## src/rtl/table_fsm_pkg.sv

```systemverilog
// Shared types and default geometry for the table-driven state machine.
package table_fsm_pkg;

  localparam int DEF_SW = 3;
  localparam int DEF_IW = 1;
  localparam int DEF_OW = 3;

  typedef enum logic [1:0] {
    CLEAR = 2'd0,
    IDLE  = 2'd1,
    RUN   = 2'd2
  } mode_t;

  function automatic int tbl_depth(input int sw, input int iw);
    return 2 ** (sw + iw);
  endfunction

endpackage

```

## src/rtl/table_fsm_if.sv

```systemverilog
// Table-write handshake bus: index {state, a}, entry {next_state, out_code}.
interface table_fsm_if
  import table_fsm_pkg::*;
#(
  parameter int SW = DEF_SW,
  parameter int IW = DEF_IW,
  parameter int OW = DEF_OW
);
  logic              wr_valid;
  logic              wr_ready;
  logic [SW+IW-1:0]  wr_addr;
  logic [SW+OW-1:0]  wr_data;

  modport master (output wr_valid, output wr_addr, output wr_data, input wr_ready);
  modport slave  (input wr_valid, input wr_addr, input wr_data, output wr_ready);
endinterface

```

## src/rtl/table_fsm_mem.sv

```systemverilog
// Transition table storage: one synchronous write port, one asynchronous read port.
module table_fsm_mem #(
  parameter int AW = 4,
  parameter int DW = 6
) (
  input  logic          clk,
  input  logic          we,
  input  logic [AW-1:0] waddr,
  input  logic [DW-1:0] wdata,
  input  logic [AW-1:0] raddr,
  output logic [DW-1:0] rdata
);
  localparam int DEPTH = 2 ** AW;

  logic [DW-1:0] mem [DEPTH];

  always_ff @(posedge clk) begin
    if (we) mem[waddr] <= wdata;
  end

  // Combinational read returns pre-edge contents, so a same-cycle write is not seen.
  assign rdata = mem[raddr];
endmodule

```

## src/rtl/table_fsm.sv

```systemverilog
// Table-driven Moore-style stepper with self-clearing transition table.
// Optional TABLE_FSM_TRANS_CNT_EN adds a saturating state-change counter output.
module table_fsm
  import table_fsm_pkg::*;
#(
  parameter int            SW          = DEF_SW,
  parameter int            IW          = DEF_IW,
  parameter int            OW          = DEF_OW,
  parameter logic [SW-1:0] RESET_STATE = SW'(2),
  parameter logic [OW-1:0] RESET_OUT   = '0
) (
  input  logic          clk,
  input  logic          reset,
  input  logic [IW-1:0] a,
  input  logic          run,
  input  logic          step_en,
  table_fsm_if.slave    wr,
  output logic [OW-1:0] saida,
  output logic [SW-1:0] state_o,
  output logic          busy
`ifdef TABLE_FSM_TRANS_CNT_EN
  ,
  output logic [15:0]   trans_cnt
`endif
);
  localparam int AW    = SW + IW;
  localparam int DW    = SW + OW;
  localparam int DEPTH = tbl_depth(SW, IW);

  mode_t         mode, mode_nxt;
  logic [AW-1:0] clr_addr;
  logic          step;
  logic          mem_we;
  logic [AW-1:0] mem_waddr;
  logic [DW-1:0] mem_wdata;
  logic [DW-1:0] rd_entry;
  logic [SW-1:0] rd_next;
  logic [OW-1:0] rd_out;

  assign busy        = (mode == CLEAR);
  assign wr.wr_ready = !busy;
  assign step        = (mode == RUN) && step_en;
  assign rd_next     = rd_entry[DW-1:OW];
  assign rd_out      = rd_entry[OW-1:0];

  // Clear sweep owns the write port; host writes in the reset cycle are dropped.
  assign mem_we    = !reset && (busy || (wr.wr_valid && wr.wr_ready));
  assign mem_waddr = busy ? clr_addr : wr.wr_addr;
  assign mem_wdata = busy ? {RESET_STATE, RESET_OUT} : wr.wr_data;

  table_fsm_mem #(.AW(AW), .DW(DW)) u_mem (
    .clk   (clk),
    .we    (mem_we),
    .waddr (mem_waddr),
    .wdata (mem_wdata),
    .raddr ({state_o, a}),
    .rdata (rd_entry)
  );

  always_comb begin
    mode_nxt = mode;
    case (mode)
      CLEAR:   if (clr_addr == AW'(DEPTH - 1)) mode_nxt = IDLE;
      IDLE:    if (run) mode_nxt = RUN;
      RUN:     if (!run) mode_nxt = IDLE;
      default: mode_nxt = CLEAR;
    endcase
  end

  always_ff @(posedge clk) begin
    if (reset) begin
      mode     <= CLEAR;
      clr_addr <= '0;
      state_o  <= RESET_STATE;
      saida    <= RESET_OUT;
    end else begin
      mode <= mode_nxt;
      if (busy) clr_addr <= clr_addr + 1'b1;
      if (step) begin
        state_o <= rd_next;
        saida   <= rd_out;
      end
    end
  end

`ifdef TABLE_FSM_TRANS_CNT_EN
  always_ff @(posedge clk) begin
    if (reset)
      trans_cnt <= '0;
    else if (step && (rd_next != state_o) && (trans_cnt != 16'hFFFF))
      trans_cnt <= trans_cnt + 16'd1;
  end
`endif
endmodule

```

## src/flat_wrapper.sv

```systemverilog
// flat-port wrapper written by rule: the top's interface ports become plain ports
module table_fsm_flat import table_fsm_pkg::*;
#(
  parameter int            SW          = DEF_SW,
  parameter int            IW          = DEF_IW,
  parameter int            OW          = DEF_OW,
  parameter logic [SW-1:0] RESET_STATE = SW'(2),
  parameter logic [OW-1:0] RESET_OUT   = '0
)
  (clk, reset, a, run, step_en, saida, state_o, busy, wr_wr_valid, wr_wr_addr, wr_wr_data, wr_wr_ready);
  table_fsm_if #(.SW(SW), .IW(IW), .OW(OW)) wr_i ();
  input  logic clk;
  input  logic reset;
  input  logic [IW-1:0] a;
  input  logic run;
  input  logic step_en;
  output logic [OW-1:0] saida;
  output logic [SW-1:0] state_o;
  output logic busy;
  input wire logic [$bits(wr_i.wr_valid)-1:0] wr_wr_valid;
  input wire logic [$bits(wr_i.wr_addr)-1:0] wr_wr_addr;
  input wire logic [$bits(wr_i.wr_data)-1:0] wr_wr_data;
  output wire logic [$bits(wr_i.wr_ready)-1:0] wr_wr_ready;
  assign wr_i.wr_valid = wr_wr_valid;
  assign wr_i.wr_addr = wr_wr_addr;
  assign wr_i.wr_data = wr_wr_data;
  assign wr_wr_ready = wr_i.wr_ready;
  table_fsm #(.SW(SW), .IW(IW), .OW(OW), .RESET_STATE(RESET_STATE), .RESET_OUT(RESET_OUT)) u_core (.clk(clk), .reset(reset), .a(a), .run(run), .step_en(step_en), .wr(wr_i), .saida(saida), .state_o(state_o), .busy(busy));
endmodule
```

## config.mk

```make
export PLATFORM = sky130hd
export DESIGN_NAME = table_fsm_flat
export DESIGN_NICKNAME = d
export VERILOG_FILES = /design/src/rtl/table_fsm_pkg.sv /design/src/rtl/table_fsm_if.sv /design/src/rtl/table_fsm_mem.sv /design/src/rtl/table_fsm.sv /design/src/flat_wrapper.sv
export SDC_FILE = /design/constraint.sdc
export NUM_CORES = 1
export LEC_CHECK = 0
export BUFFER_PORTS_ARGS = -buffer_cell sky130_fd_sc_hd__buf_4
export CORE_ASPECT_RATIO = 0.75
export CORE_MARGIN = 3
export CORE_UTILIZATION = 46
export DETAILED_ROUTE_END_ITERATION = 6
export GPL_ROUTABILITY_DRIVEN = 0
export PLACE_DENSITY = 0.59
export SETUP_SLACK_MARGIN = 0.2
export SYNTH_ARGS = -nofsm -noshare
export SYNTH_HDL_FRONTEND = slang
export SYNTH_HIERARCHICAL = 1
export SYNTH_SLANG_ARGS = --single-unit
export TNS_END_PERCENT = 100
```

## constraint.sdc

```tcl
create_clock -name clk -period 5.65 [get_ports clk]
set_clock_uncertainty 0.1 [all_clocks]
set_input_delay 1.13 -clock clk [delete_from_list [all_inputs] [get_ports clk]]
set_output_delay 1.13 -clock clk [all_outputs]
set_load 0.02 [all_outputs]
```

==> results.cfg, run 1 <==
[critical_path]
worst_path_max_delay_cell = nor3_1
worstSetupPathType = input pin to register
startpoint_type = input pin
cp_max_fo = 13
crit_buf_inv = 1
arrival_ns = 2.78
slowest_delay_ns = 0.74
crit_chain = buf_4, nor2_1, or3b_2, nor3_1
critPathRequiredTime_ns = 5.52
critPathCaptureType = register
cp_top_family = simple AND/OR/NAND/NOR gates

[cts]
cts_tree = done
clock-root-buffer = clkbuf_16
cts.sinks = 108
clk_pin_slew_ns = 0.07
clk_latency_ns = 0.35
postCtsSetupBuffers = 0
htree_levels = 3
cts_made_buffers = 9
postCtsHoldBufs = 0
cts_buffer_depth = 2
post_cts_resize_count = 0

[sta]
tightest_slew_ns = 0.9374
setup_viol = 0
finalSetupTns_ns = 0
finalHoldViolCount = 0
clock.fmax_ghz = 0.3434
rsz0062_at_grt = false
slew_headroom_pct = 37.03
period_minus_slack_ns = 2.912
fin_crit_sh_pct = 51.54
slew_viol_final = 0

[routing]
ant_nets = 0
vias = 2160
wl_um = 8600
route.detailed.drc = 0
drtIter0Drc = 143
post_drt_via_cell_ratio = 5.468
wire_per_inst_um = 21.77
dr.pass1.iters = 4

[die]
dieWidth_um = 119.2
std_cell_rows = 30
initial_utilization_pct = 48.04
die_height_um = 90.87
die_area_um2 = 10830
core-area_um2 = 9196
io_pins = 24

[global_route]
grt_use_total_pct = 17.19
grt_overflow = 0
antenna_found_initial = 0
grt_max_degree = 27
grt_pass1_wl_um = 13340
grt_pass1_vias = 2135

[logic_synthesis]
synth_top_area_share_pct = 65.25
syn_area_um2 = 4418
synthCells = 238
ys_warn_count = 6
yosys-top-cells-area = edfxtp_1 65%, mux4_1 7.1%, mux4_2 6.1%
synth_top_area_cell = edfxtp_1
ys_seq_area_share_pct = 70.69
synth_cell_types = 36
synth_fp_nets = 255
synth_seq_cells = 108
syn-mean-instance-area_um2 = 18.56

[finish]
final_cell_mix = 96 x edfxtp_1, 24 x buf_4, 24 x nor2_1
final_cells = 395
nNetsFinal = 279
n_antenna_cell = 0
drive_above_1_share_pct = 24.34
final_common_cell = edfxtp_1
syn2layout_area_growth_pct = 12.46

[power]
peakVddDrop_mv = 0.2170
swShare_pct = 20.76
internal_power_w = 0.001247
p_comb_share_pct = 3.3
power_leakage_nw = 1.716
power.switching_w = 0.0003267
p_seq_share_pct = 55.3
pwr-share-clk_pct = 41.4
power_density_nw_per_um2 = 316.7

[placement]
port_buffers = 23
dp_hpwl_um = 5661
placedCellCount = 379

[run]
cap_violations = 0

[status]
status = finished, final reports clean

[hold_path]
hold_path.class = register to register
==> synth_stat cells <==
cell type and count:
a22oi_1 12, ha_1 1, mux4_2 12, nand2b_1 2, and3_1 1, and2b_2 5, clkbuf_2 1, a211o_1 1
and2_1 1, nand2_1 8, nor2_8 1, edfxtp_1 96, mux4_1 12, buf_6 6, buf_1 1, nand3b_4 1
or2_2 1, or3b_2 1, inv_1 3, nor2b_1 2, a21oi_1 4, o21ai_0 3, nand4_1 1, mux2i_1 5
nand3b_1 2, dfxtp_1 12, nor3b_1 3, clkbuf_1 1, xnor2_1 3, a21o_2 1, buf_8 1, buf_4 1
nor3_1 4, nand3_1 2, nor2_1 24, mux2_2 3
==> sequential cells by signal, summed over array words and instances, names as in the netlist <==
signal / count
u_core/state_o: 3
u_core/mode: 2
u_core/clr_addr: 4
u_core/u_mem/mem: 96
u_core/saida: 3
==> cell families after synthesis <==
group / Yosys count / synth area share [%]
AOI/OAI and AO/OA: 21 / 3.229
xor gates and xnor gates: 3 / 0.5948
adders and majority gates: 1 / 0.2832
buffers and inverters: 14 / 2.577
DFF: 108 / 70.69
muxes: 32 / 15.15
and+or+nand+nor: 59 / 7.477
==> worst reg2reg max path, cell delays in order (launching register included) <==
cell     delay (ns)
dfxtp_1        0.47
nor2_8         0.29
mux2_2         0.39
or3b_2         0.53
nor3_1         0.74
==> layout make-up <==
class                   instances  area (um^2)
fillers                       738         4228
flip-flops and latches        108         3123
multi-input cells             116         1181
clock buffers                   9        225.2
repair buffers                 24        180.2
well taps                     128        160.2
clock inverters                 7        87.58
inverters                       3        11.26
==> final timing paths <==
path,slack [ns],depth (start not counted),from,endpoint
setup / recovery,2.74,4,reset,u_core/u_mem/mem[0][4]
hold / removal,0.41,2,u_core/saida[1],u_core/saida[1]
setup reg to reg,2.76,4,u_core/mode[1],u_core/u_mem/mem[0][4]
hold reg to reg,0.41,2,u_core/saida[1],u_core/saida[1]
==> per-layer routing <==
metal | vias to the layer above | GRT usage (%) | part of all wire (%)
met4 | 0 | 6.075 | 1.3
met5 | - | 0 | 0
li1 | 1000 | - | -
met3 | 9 | 3.945 | 4.4
met1 | 1112 | 26.57 | 50
met2 | 39 | 23.79 | 45
==> power groups by stage <==
stage | combinational (W) | sequential [W] | clock [W]
6_report | 0.0000519 | 0.000870 | 0.000651
3_5_place_dp | 0.0000528 | 0.000889 | 0
3_3_place_gp | 0.0000521 | 0.000888 | 0
5_1_grt | 0.0000570 | 0.000871 | 0.000697
2_1_floorplan | 0.0000357 | 0.000887 | 0
4_1_cts | 0.0000529 | 0.000870 | 0.000663
==> metrics by stage <==
stage | total power (W) | utilization (%) | hold slack (ns) | setup WS, ns | instance area [um^2]
2_1_floorplan | 0.0009223 | - | 0.3588 | 2.696 | 4418
3_3_place_gp | 0.0009405 | 50.63 | 0.3753 | 2.517 | 4656
3_5_place_dp | 0.0009413 | 50.63 | 0.3928 | 2.366 | 4656
4_1_cts | 0.001586 | 54.03 | 0.4094 | 2.740 | 4969
5_1_grt | 0.001625 | 54.03 | 0.4428 | 2.621 | 4969
6_report | 0.001574 | 54.03 | 0.4085 | 2.738 | 4969
Note: power is estimated with default switching activity, not from simulation.
==> inputs of run 2 (changes only) <==
Settings changed: ABC_AREA from default to 1.
Clock period 5.65 ns to 2.9 ns, I/O delays scaled along.
==> run 2 against run 1 <==
Global-route usage up 2.9 points. Utilization about the same. Clock power up 75%. Combinational power rose to 2.6 times the previous value. Register-to-register slack worse by 2.1 ns. Power up 89%. First-iteration DRC count rose to 2.5 times the previous value. Cell count up 67%. Hold slack worse by 0.039 ns. Count of clock-buffer cells in the layout up 5. Synthesized cell count up 110%. Routed wire length up 28%. Critical endpoint is now u_core/u_mem/mem[4][3]. Highest routed layer unchanged.
==> results.cfg, run 2 <==
[status]
status = finished, final reports clean

[placement]
dp_hpwl_um = 7196
port_buffers = 23
placed_area_um2 = 5090

[hold_path]
hold_path.class = register to register

[critical_path]
worstSetupPathType = register to register
critPathCaptureType = register
critPathRequiredTime_ns = 2.78
arrival_ns = 2.08
cp_max_fo = 17
r2r_slack_ns = 0.70
startpoint_type = register

[power]
swShare_pct = 20.60
pwr-share-clk_pct = 38.4
power_density_nw_per_um2 = 554.3
peakVddDrop_mv = 0.3324
power.switching_w = 0.0006125
power_leakage_nw = 2.303
p_comb_share_pct = 4.5
internal_power_w = 0.002361
p_seq_share_pct = 57.1

[logic_synthesis]
synthCells = 503
synth_top_flop_cell = edfxtp_1
ys_warn_count = 6
synth_cell_types = 25
synth_top_area_share_pct = 59.88
yosys-top-cells-area = edfxtp_1 60%, nand2_1 12%, nand3_1 8.6%
synth_top_area_cell = edfxtp_1
synth_edf_count = 96
synthArstFlopShare_pct = 0
synth_seq_cells = 108
yosysMostFrequentCell = nand2_1
ys_seq_area_share_pct = 64.86
synthTopCellsByCount = 153 x nand2_1, 96 x edfxtp_1, 83 x nand3_1
syn_area_um2 = 4815
synth_fp_nets = 520
syn-mean-instance-area_um2 = 9.572

[cts]
cts_buffer_depth = 2
postCtsSetupBuffers = 0
htree_levels = 3
post_cts_resize_count = 0
clock-root-buffer = clkbuf_16
postCtsHoldBufs = 0
cts.sinks = 108
cts_made_buffers = 9
clk_latency_ns = 0.34
cts_tree = done
clk_pin_slew_ns = 0.07

[die]
die_height_um = 94.60
initial_utilization_pct = 48.49
die_area_um2 = 11740
io_pins = 24
core-area_um2 = 9930
dieWidth_um = 124.1
std_cell_rows = 31

[routing]
drtIter0Drc = 358
wl_um = 11020
route.detailed.drc = 0
wire_per_inst_um = 16.67
vias = 3354
ant_nets = 0
dr.pass1.iters = 5
post_drt_via_cell_ratio = 5.074

[global_route]
grt_max_degree = 49
antenna_found_initial = 0
grt_use_total_pct = 20.04
grt_pass1_wl_um = 17260
grt_pass1_vias = 3139
grt_overflow = 0

[sta]
slew_headroom_pct = 21.15
fin_crit_sh_pct = 75.92
setup_viol = 0
rsz0062_at_grt = false
clock.fmax_ghz = 0.4542
finalSetupTns_ns = 0
tightest_slew_ns = 1.178
slew_viol_final = 0
finalHoldViolCount = 0
period_minus_slack_ns = 2.202
whs_ns = 0.3696

[finish]
n_antenna_cell = 0
syn2layout_area_growth_pct = 11.41
final_cell_mix = 153 x nand2_1, 96 x edfxtp_1, 83 x nand3_1, 58 x inv_1
largest_reg_flops = 96
final_common_cell = nand2_1
fin_area_um2 = 5364
largest_register = u_core/u_mem/mem
reg.largest.list = u_core/u_mem/mem (96), u_core/clr_addr (4)
drive_above_1_share_pct = 14.93
nNetsFinal = 541

[run]
cap_violations = 0
run 2: changes by cell type in the layout (fill, tap and decap cells not counted), moves of 4 or more:
| cell | before | now |
|---|---|---|
| a22oi_1 | 12 | 0 |
| and2b_2 | 5 | 0 |
| buf_4 | 24 | 29 |
| clkinv_2 | 0 | 6 |
| inv_1 | 3 | 58 |
| inv_2 | 0 | 29 |
| mux2i_1 | 5 | 0 |
| mux4_1 | 12 | 0 |
| mux4_2 | 12 | 0 |
| nand2_1 | 8 | 153 |
| nand3_1 | 2 | 83 |
| nor2_1 | 24 | 28 |
| nor3_1 | 4 | 0 |
run 2: cell type report:
cell class                 instances  area, um^2
multi-input combinational        285        1237
timing repair buffer              29       217.7
clock inverter                     2       10.01
tap                              132       165.2
fill                             965        4566
clock buffer                      14       264.0
sequential                       108        3123
inverter                          91       346.6
run 2: routing by layer:
metal	up-vias	share of wire, %	global-route usage (%)
met2	83	44	28.28
met3	16	5.2	4.371
met4	0	1.7	5.105
met5	-	0	0
met1	1604	50	31.30
li1	1651	-	-
run 2: path summary, 6_finish.rpt:
| check | startpoint | endpoint | cells after the start |
|---|---|---|---|
| max | u_core/mode[1] | u_core/u_mem/mem[4][3] | 5 |
| min | u_core/saida[2] | u_core/saida[2] | 2 |
| max reg2reg | u_core/mode[1] | u_core/u_mem/mem[4][3] | 5 |
| min reg2reg | u_core/saida[2] | u_core/saida[2] | 2 |
run 2: worst max-delay path, stage by stage, from the launching register on:
cell	delay, ns
dfxtp_1	0.37
nor2_4	0.34
nor2_1	0.07
nor2_1	0.21
nand3b_1	0.21
nor2_1	0.54
run 2: power groups by stage:
| stage | combinational, W | sequential, W | clock (W) |
|---|---|---|---|
| floorplan | 0.0000892 | 0.00173 | 0 |
| global placement | 0.000131 | 0.00173 | 0 |
| detailed placement | 0.000133 | 0.00173 | 0 |
| CTS | 0.000133 | 0.00170 | 0.00117 |
| global route | 0.000152 | 0.00170 | 0.00124 |
| finish | 0.000134 | 0.00170 | 0.00114 |
run 2: metrics by stage:
stage,total power [W],setup slack (ns),std cells,utilization (%)
2_1_floorplan,0.001818,1.062,503,-
4_1_cts,0.002997,0.7072,661,54.02
3_3_place_gp,0.001862,0.5804,645,51.26
5_1_grt,0.003093,0.5591,661,54.02
3_5_place_dp,0.001864,0.5576,645,51.26
6_report,0.002973,0.6983,661,54.02
run 2: cells by family after synthesis:
family / synth area share (%)
adder cells (fa/ha/maj): 0.2598
buffers and inverters: 9.433
AO/OA/AOI/OAI: 1.273
flip-flops: 64.86
AND/OR/NAND/NOR: 24.17
